### src/rtl/amo_seq.sv
// RV64A atomic-memory-operation sequencer: load -> ALU compute -> store on the data port.
// Optional LR/SC reservation support is enabled with the AMO_LRSC_EN macro.
module amo_seq #(
    parameter int XLEN = 64
) (
    input  logic            clk,
    input  logic            rst,
    input  logic            req,
    input  logic [14:0]     op_ir,
    input  logic [XLEN-1:0] addr,
    input  logic [XLEN-1:0] rs2,
    output logic            busy,
    output logic            done,
    output logic [XLEN-1:0] rd_data,
    output logic            illegal,
    output logic            misaligned,
    output logic [XLEN-1:0] mem_addr,
    output logic            mem_size,
    output logic            mem_rd,
    output logic            mem_wr,
    output logic [XLEN-1:0] mem_wdata,
    input  logic [XLEN-1:0] mem_rdata,
    input  logic            mem_ack,
    output logic [XLEN-1:0] alu_a,
    output logic [XLEN-1:0] alu_b,
    output logic [14:0]     alu_op,
    input  logic [XLEN-1:0] alu_out,
    input  logic            snoop_valid,
    input  logic [XLEN-1:0] snoop_addr
);
    localparam logic [2:0] S_IDLE  = 3'd0;
    localparam logic [2:0] S_LOAD  = 3'd1;
    localparam logic [2:0] S_CALC  = 3'd2;
    localparam logic [2:0] S_STORE = 3'd3;
    localparam logic [2:0] S_RESP  = 3'd4;

    localparam logic [4:0] F5_ADD  = 5'b00000, F5_SWAP = 5'b00001, F5_LR   = 5'b00010,
                           F5_SC   = 5'b00011, F5_XOR  = 5'b00100, F5_OR   = 5'b01000,
                           F5_AND  = 5'b01100, F5_MIN  = 5'b10000, F5_MAX  = 5'b10100,
                           F5_MINU = 5'b11000, F5_MAXU = 5'b11100;

    logic [2:0]      state;
    logic [4:0]      f5_q;
    logic [XLEN-1:0] rs2_q, rd_q, wdata_q, addr_q;
    logic            size_q, illegal_q, misaligned_q;
    logic            res_valid;
    logic [XLEN-4:0] res_addr;

    logic [4:0] f5_in;
    logic [2:0] f3_in;
    logic       amo_ok, lrsc_ok, is_sc_in, dec_illegal, dec_misal, res_hit;
    logic       unused_op;

    assign f5_in     = op_ir[14:10];
    assign f3_in     = op_ir[9:7];
    assign unused_op = ^op_ir[6:0];
    assign is_sc_in  = (f5_in == F5_SC);
    assign res_hit   = res_valid && (res_addr == addr[XLEN-1:3]);

`ifdef AMO_LRSC_EN
    assign lrsc_ok = 1'b1;
`else
    assign lrsc_ok = 1'b0;
`endif

    always_comb begin
        amo_ok = 1'b0;
        case (f5_in)
            F5_ADD, F5_SWAP, F5_XOR, F5_OR, F5_AND,
            F5_MIN, F5_MAX, F5_MINU, F5_MAXU: amo_ok = 1'b1;
            F5_LR, F5_SC:                      amo_ok = lrsc_ok;
            default:                           amo_ok = 1'b0;
        endcase
    end

    assign dec_illegal = !((f3_in == 3'b010) || (f3_in == 3'b011)) || !amo_ok;
    assign dec_misal   = f3_in[0] ? (addr[2:0] != 3'b000) : (addr[1:0] != 2'b00);

    // Word operands: unsigned compares need zero-extended inputs, everything else signed.
    logic            uns;
    logic [2:0]      f3_alu;
    logic [XLEN-1:0] a_ext, b_ext, new_val, old_ld;

    always_comb begin
        uns    = (f5_q == F5_MINU) || (f5_q == F5_MAXU);
        a_ext  = (!size_q && uns) ? {32'b0, rd_q[31:0]} : rd_q;
        b_ext  = size_q ? rs2_q :
                 (uns ? {32'b0, rs2_q[31:0]} : {{32{rs2_q[31]}}, rs2_q[31:0]});
        f3_alu = 3'b000;
        case (f5_q)
            F5_XOR:          f3_alu = 3'b100;
            F5_OR:           f3_alu = 3'b110;
            F5_AND:          f3_alu = 3'b111;
            F5_MIN, F5_MAX:  f3_alu = 3'b010;
            F5_MINU, F5_MAXU: f3_alu = 3'b011;
            default:         f3_alu = 3'b000;
        endcase
        case (f5_q)
            F5_SWAP:          new_val = rs2_q;
            F5_MIN, F5_MINU:  new_val = alu_out[0] ? a_ext : b_ext;
            F5_MAX, F5_MAXU:  new_val = alu_out[0] ? b_ext : a_ext;
            default:          new_val = alu_out;
        endcase
        old_ld = size_q ? mem_rdata : {{32{mem_rdata[31]}}, mem_rdata[31:0]};
    end

    assign alu_a  = (state == S_CALC) ? a_ext : '0;
    assign alu_b  = (state == S_CALC) ? b_ext : '0;
    assign alu_op = (state == S_CALC) ? {5'b0, f3_alu, 7'b0110011} : 15'd0;

    always_ff @(posedge clk or posedge rst) begin
        if (rst) begin
            state        <= S_IDLE;
            f5_q         <= '0;
            rs2_q        <= '0;
            rd_q         <= '0;
            wdata_q      <= '0;
            addr_q       <= '0;
            size_q       <= 1'b0;
            illegal_q    <= 1'b0;
            misaligned_q <= 1'b0;
        end else begin
            case (state)
                S_IDLE: if (req) begin
                    f5_q         <= f5_in;
                    rs2_q        <= rs2;
                    addr_q       <= addr;
                    size_q       <= f3_in[0];
                    illegal_q    <= dec_illegal;
                    misaligned_q <= !dec_illegal && dec_misal;
                    rd_q         <= '0;
                    if (dec_illegal || dec_misal) begin
                        state <= S_RESP;
                    end else if (is_sc_in) begin
                        wdata_q <= rs2;
                        rd_q    <= res_hit ? '0 : {{(XLEN-1){1'b0}}, 1'b1};
                        state   <= res_hit ? S_STORE : S_RESP;
                    end else begin
                        state <= S_LOAD;
                    end
                end
                S_LOAD: if (mem_ack) begin
                    rd_q  <= old_ld;
                    state <= (f5_q == F5_LR) ? S_RESP : S_CALC;
                end
                S_CALC: begin
                    wdata_q <= new_val;
                    state   <= S_STORE;
                end
                S_STORE: if (mem_ack) state <= S_RESP;
                default: state <= S_IDLE;
            endcase
        end
    end

`ifdef AMO_LRSC_EN
    // A reservation set on the same cycle as a matching snoop survives.
    always_ff @(posedge clk or posedge rst) begin
        if (rst) begin
            res_valid <= 1'b0;
            res_addr  <= '0;
        end else if (state == S_LOAD && mem_ack && f5_q == F5_LR) begin
            res_valid <= 1'b1;
            res_addr  <= addr_q[XLEN-1:3];
        end else if (state == S_IDLE && req && is_sc_in) begin
            res_valid <= 1'b0;
        end else if (snoop_valid && snoop_addr[XLEN-1:3] == res_addr) begin
            res_valid <= 1'b0;
        end else if (state == S_STORE && mem_ack && addr_q[XLEN-1:3] == res_addr) begin
            res_valid <= 1'b0;
        end
    end
`else
    logic unused_snoop;
    assign res_valid    = 1'b0;
    assign res_addr     = '0;
    assign unused_snoop = ^{snoop_valid, snoop_addr};
`endif

    assign busy       = (state != S_IDLE) || (req && !rst);
    assign done       = (state == S_RESP);
    assign rd_data    = rd_q;
    assign illegal    = illegal_q;
    assign misaligned = misaligned_q;
    assign mem_addr   = addr_q;
    assign mem_size   = size_q;
    assign mem_rd     = (state == S_LOAD);
    assign mem_wr     = (state == S_STORE);
    assign mem_wdata  = wdata_q;
endmodule

### config.mk
export PLATFORM = sky130hd
export DESIGN_NAME = amo_seq
export DESIGN_NICKNAME = d
export VERILOG_FILES = /design/src/rtl/amo_seq.sv
export SDC_FILE = /design/constraint.sdc
export NUM_CORES = 1
export LEC_CHECK = 0
export ABC_AREA = 1
export CORE_AREA = 5 5 264 266
export CTS_BUF_LIST = sky130_fd_sc_hd__clkbuf_2 sky130_fd_sc_hd__clkbuf_4 sky130_fd_sc_hd__clkbuf_8
export DETAILED_ROUTE_END_ITERATION = 12
export DIE_AREA = 0 0 269 271
export SLEW_MARGIN = 10
export SYNTH_ARGS = -nofsm -noshare
export SYNTH_HDL_FRONTEND = slang
export SYNTH_SLANG_ARGS = --single-unit
### constraint.sdc
create_clock -name clk -period 10.7 [get_ports clk]
set_input_delay 2.14 -clock clk [delete_from_list [all_inputs] [get_ports clk]]
set_output_delay 2.14 -clock clk [all_outputs]
set_load 0.02 [all_outputs]
Word-level counts from Yosys, hierarchy flattened
Memories as Yosys holds them, arrays and structs flattened.
Cells that the tools add are included.
{"block": "classes", "add_sub_neg": 0, "n_mul": 0, "div_mod_pow": 0, "magnitude_cmp": 0, "eq_ne": 21, "shifts": 0, "muxes": 28, "bitwise_logic": 0, "reduce_logical": 27}
{"op": "two-way mux 64 bit", "n": 13}
{"op": "one-hot mux 64 bit (2 select lines)", "n": 2}
{"op": "one-hot mux 64 bit (3 select lines)", "n": 1}
{"op": "equality test 5 bit (second input constant)", "n": 4}
{"op": "two-way mux 3 bit", "n": 6}
{"op": "one-hot mux 3 bit (5 select lines)", "n": 1}
{"op": "equality test 3 x 2 -> 1 bit (second input constant)", "n": 4}
{"op": "one-hot mux 3 bit (4 select lines)", "n": 1}
{"op": "equality test 5 x 2 -> 1 bit (second input constant)", "n": 2}
{"op": "equality test 5 x 4 -> 1 bit (second input constant)", "n": 2}
{"op": "two-way mux 10 bit", "n": 1}
{"op": "OR reduction 2 bit", "n": 4}
{"op": "inequality test 2 bit (second input constant)", "n": 3}
{"op": "AND reduction 3 bit", "n": 2}
{"op": "nonzero test 2 bit", "n": 3}
{"op": "nonzero test 3 bit", "n": 2}
{"op": "equality test 5 x 1 -> 1 bit (second input constant)", "n": 1}
{"op": "equality test 5 x 3 -> 1 bit (second input constant)", "n": 1}
{"op": "zero test 1 bit", "n": 5}
{"op": "logical OR 1 bit", "n": 5}
{"op": "inequality test 2 x 1 -> 1 bit (second input constant)", "n": 2}
{"op": "AND reduction 4 bit", "n": 1}
{"op": "equality test 3 x 1 -> 1 bit (second input constant)", "n": 1}
{"op": "equality test 3 bit (second input constant)", "n": 1}
{"op": "4 further kinds", "n": 8}
{"block": "word_totals", "regBits": 267, "latchBits": 0, "ramBits": 0, "rom_bits": 32, "in_bits": 340, "elab_cells": 86, "n_memories": 1}
{"memory": "(no name shown)", "words": 32, "word_bits": 1, "read_ports": 1, "rd_clocked_by_memory_dff": 0, "write_ports": 0, "line_no": "68", "source": "case (f5_in)"}

Longest topological paths before layout
{"block": "logic_depth", "ltp_word": 8, "depth_mapped": 12, "mapped_depth_nobuf": 11}

Worst setup path before layout
Ideal clock, no wire load.
{"block": "synth_path", "kind": "input-to-output", "start": "input port req", "end": "output port busy", "t_arrival_ns": 2.646, "t_required_ns": 8.560, "slack_ns": 5.914, "path_stages": 2, "n_path_buf": 0, "cell_sequence": "inv_1 > o21ai_0"}
{"block": "synth_between", "elab_chain_len": 2}
{"element": "from (decl)", "line_no": "8", "source": "input logic req,"}
{"element": "logical AND 1 bit", "line_no": "180", "source": "assign busy = (state != S_IDLE) || (req && !rst);"}
{"element": "logical OR 1 bit", "line_no": "180"}
{"element": "to (decl)", "line_no": "12", "source": "output logic busy,"}
Every way passes these cells.

Worst setup path in the final report
{"block": "layout_path", "start": "register size_q, in the netlist mem_size", "end": "output port alu_b[63]"}
{"block": "layout_between", "elab_chain_len": 2}
{"element": "from (decl)", "line_no": "45", "source": "logic size_q, illegal_q, misaligned_q;"}
{"element": "from (signal assigned)", "line_no": "128", "source": "size_q <= f3_in[0];"}
{"element": "two-way mux 64 bit", "line_no": "87", "source": "b_ext = size_q ? rs2_q :"}
{"element": "two-way mux 64 bit", "line_no": "108", "source": "assign alu_b = (state == S_CALC) ? b_ext : '0;"}
{"element": "to (decl)", "line_no": "25", "source": "output logic [XLEN-1:0] alu_b,"}
Every way passes these cells.

==> summary.md <==
| Metric | Value |
|---|---|
| Final-report setup violation count | 0 |
| R2R cell count | 12 |
| Worst r2r dst | mem_wdata[63] |
| Final number of max-transition violations | 0 |
| DRC Markers | 0 |
| Via-to-Cell Ratio | 4.55 |
| Seq/Total Area, Yosys | 43.8% |
| Cell row count | 95 |
| Delay of the slowest critical-path stage | 1040 ps |
| Clock-pin slew on the worst setup and hold paths | roughly 60 ps |
| CTS Hold Bufs | 0 |
| NetSw | 3.34 mW |
| Final worst path period share | 63.9% |
| Nets | 3,045 |
| P per Cell Area | 302 nW/um2 |
| Area growth syn-to-layout | 50.9% |
| Slack of the worst reg-to-reg path | 6500 ps |
| GR Util All Layers | 19.2% |
| CP Data Required Time | between 8000 and 9000 ps |
| Vias in the first global route | around 16,000 |
| RSZ-0062 raised after global routing | no |
| Reg power frac | 27.0% |
| Rel. slew slack | 28.1% |
| GRT Residual Overflow | 0 |
| Critical path launch point type | register |
| Hold Path Sink | mem_wdata[15] |
| Final hold violation count | 0 |
| LEAKAGE | 10.4 nW |
| Crit path DAT | 4700 ps |
| Overall die area | roughly 73,000 um2 |
| CP max stage cell | dfrtp_2 |
| H-tree Lvls | 2 |
| Hold path start | mem_wdata[15] |
| 1st-pass router iterations | 6 |
| Most frequent cells in the layout | nand2_1 (820), clkdlybuf4s50_1 (600), dfrtp_1 (266), nor2_1 (247), nand3_1 (161) |
| Mean Syn Cell Area | 6.97 um2 |
| CTS sink count | 267 |
| Synthesized area | 15,200 um2 |
| P_int | 3.60 mW |
| Seq. cell area | roughly 6700 um2 |
| Worst hold slack | 475 ps |
| Crit path cell chain | inv_2, nand4_4, buf_4, nand3_1, nor2_1, clkdlybuf4s50_1 |
| Wirelength per Cell | 20.2 um |
| Hold WC Path Type | reg2reg |
| Crit. End Element | output port |
| Post-cts resize count | 0 |
| Later-pin clock latency in the skew report | 630 ps |
| Clock buffer depth | 3 |
| Via count | 16,525 |
| Hold depth | 2 |
| Area of the multi-input gates | 7150 um2 |
| Share of cells above drive strength 1 | roughly 8.1% |
| Port Buf Inserts | about 600 |
| Die width | 269 um |
| Routed WL | 73,500 um |
| Drt initial violations | 1,295 |
| MaxCap Viol Count | 0 |
| Commonest non-fill, non-tap cell in the layout | nand2_1 |
| Switching Share | 48.1% |
| FILL cells | 7,146 |
| Flops & latches, synth | 267 |
| Synth Instances | about 2,200 |
| TritonCTS Buffers | 56 |
| Initial antenna violation count | 12 |
| Distinct cells, synth | 31 |
| Slew @ Worst Pin | 1080 ps |
| Maximum operating frequency | approximately 0.15 GHz |
| Final ANT Viol Nets | 0 |
| Die height | 271 um |
| Worst R2R Start | f5_q[4] |
| WS Path Type | reg2out |
| Core Area | roughly 67,000 um2 |
| CTS tree | yes |
| Maximum number of pins on one net before global-route repair | 117 |
| Root Driver | clkbuf_8 |
| VDD IR-drop max | 0.151 mV |
| GPL Wtd Cong | 0.846 |
| First-pass GRT wire length | 107,000 um |
| Crit Path Max Fanout | 87 |
| Fin crit period | 6840 ps |
| YS warnings | 0 |
| Clock share of power | between 15 and 20% |
| HPWL reported at the end of detailed placement | 50,200 um |
| Run status | complete, no violations |
| Worst Skew | about 28 ps |
| Effective utilization at floorplan | ~23% |
| IO Count | 682 |
| Logic gate share of total power | 55.2% |
| Total negative slack | 0 ps |
| Post-CTS Setup Inserts | 0 |
==> power by group through the flow <==
stage	registers [mW]	clock network (mW)	logic, mW
after detailed placement	1.87	0	3.86
after global routing	1.94	1.32	4.18
after floorplan	2.19	0	1.83
after global placement	1.87	0	3.84
final	1.88	1.24	3.83
after CTS	1.87	1.28	3.87
==> kinds of logic after synthesis <==
group	share of synthesized area, %
and+or+nand+nor	35.9
buffers and inverters	9.57
DFF	43.8
AOI/OAI and AO/OA	10.7
other	0.0246
==> synthesized netlist by cell type <==
cell | instances | area, um2
nand2_1 | 821 | 3080
dfrtp_1 | 267 | 6680
nor2_1 | 248 | 931
nand3_1 | 161 | 806
o21ai_0 | 139 | 696
inv_1 | 133 | 499
clkbuf_1 | 71 | 267
a21oi_1 | 51 | 255
buf_2 | 47 | 235
nand4_1 | 41 | 257
or2_2 | 37 | 231
buf_4 | 31 | 233
o31ai_2 | 28 | 350
o211ai_1 | 17 | 128
o21ai_1 | 17 | 85.1
clkinv_1 | 14 | 52.6
inv_2 | 12 | 45.0
buf_1 | 10 | 37.5
buf_6 | 8 | 90.1
o2111ai_1 | 6 | 52.6
nor2_4 | 5 | 56.3
o31ai_1 | 4 | 30.0
nand3_2 | 3 | 30.0
o22ai_1 | 3 | 18.8
nand2_2 | 2 | 12.5
nand2_4 | 2 | 22.5
nor3_1 | 2 | 10.0
nor3_2 | 2 | 20.0
conb_1 | 1 | 3.75
nand4_2 | 1 | 12.5
o21a_1 | 1 | 7.51
==> worst max-delay path by stage <==
stage	start	endpoint	cells past startpoint	slack [ps]
after global placement	mem_size	alu_b[63]	6	4570
after global routing	mem_size	alu_b[63]	6	3600
after floorplan	rst	f5_q[0]	1	1210
after detailed placement	mem_size	alu_b[63]	6	4580
after CTS	mem_size	alu_b[63]	6	3820
final	mem_size	alu_b[63]	6	3860
==> registers in the layout (all words and copies together), names as in the netlist <==
signal      count
f5_q            5
mem_wdata      64
mem_addr       64
misaligned      1
rd_data        64
mem_size        1
illegal         1
state           3
rs2_q          64
==> per-layer routing <==
layer	vias to the layer above	track usage [%]	share of wire (%)
li1	7951	-	-
met1	7715	25.3	43
met2	712	30.4	45
met3	141	5.19	8.3
met4	6	7.03	3.5
met5	-	0	0.059
==> layout make-up <==
type,count,area share [%]
Sequential cell,267,29.1
Timing Repair Buffer,622,26.9
Tap cell,873,4.75
Antenna cell,7,0.0762
Clock inverter,16,0.707
Clock buffer,87,4.74
Inverter,159,2.68
Multi-Input combinational cell,1599,31.1
==> worst max-delay path: cells and delay by family (launching register included) <==
family,cells,cell delay [ps]
buf+inv,3,2000
flops,1,1040
simple gates,3,920
==> metrics by stage <==
step | total power, mW | setup WS (ps) | std cells | util [%] | area (um2)
final | 6.94 | 3860 | 3630 | 34.4 | 23000
after global routing | 7.44 | 3600 | 3629 | 34.4 | 23000
after CTS | 7.02 | 3820 | 3623 | 34.4 | 23000
after detailed placement | 5.73 | 4580 | 3520 | 32.5 | 21700
after global placement | 5.71 | 4570 | 3520 | 32.5 | 21700
after floorplan | 4.02 | 1210 | 2192 | - | 15300
Power figures use the tool's default switching activity.
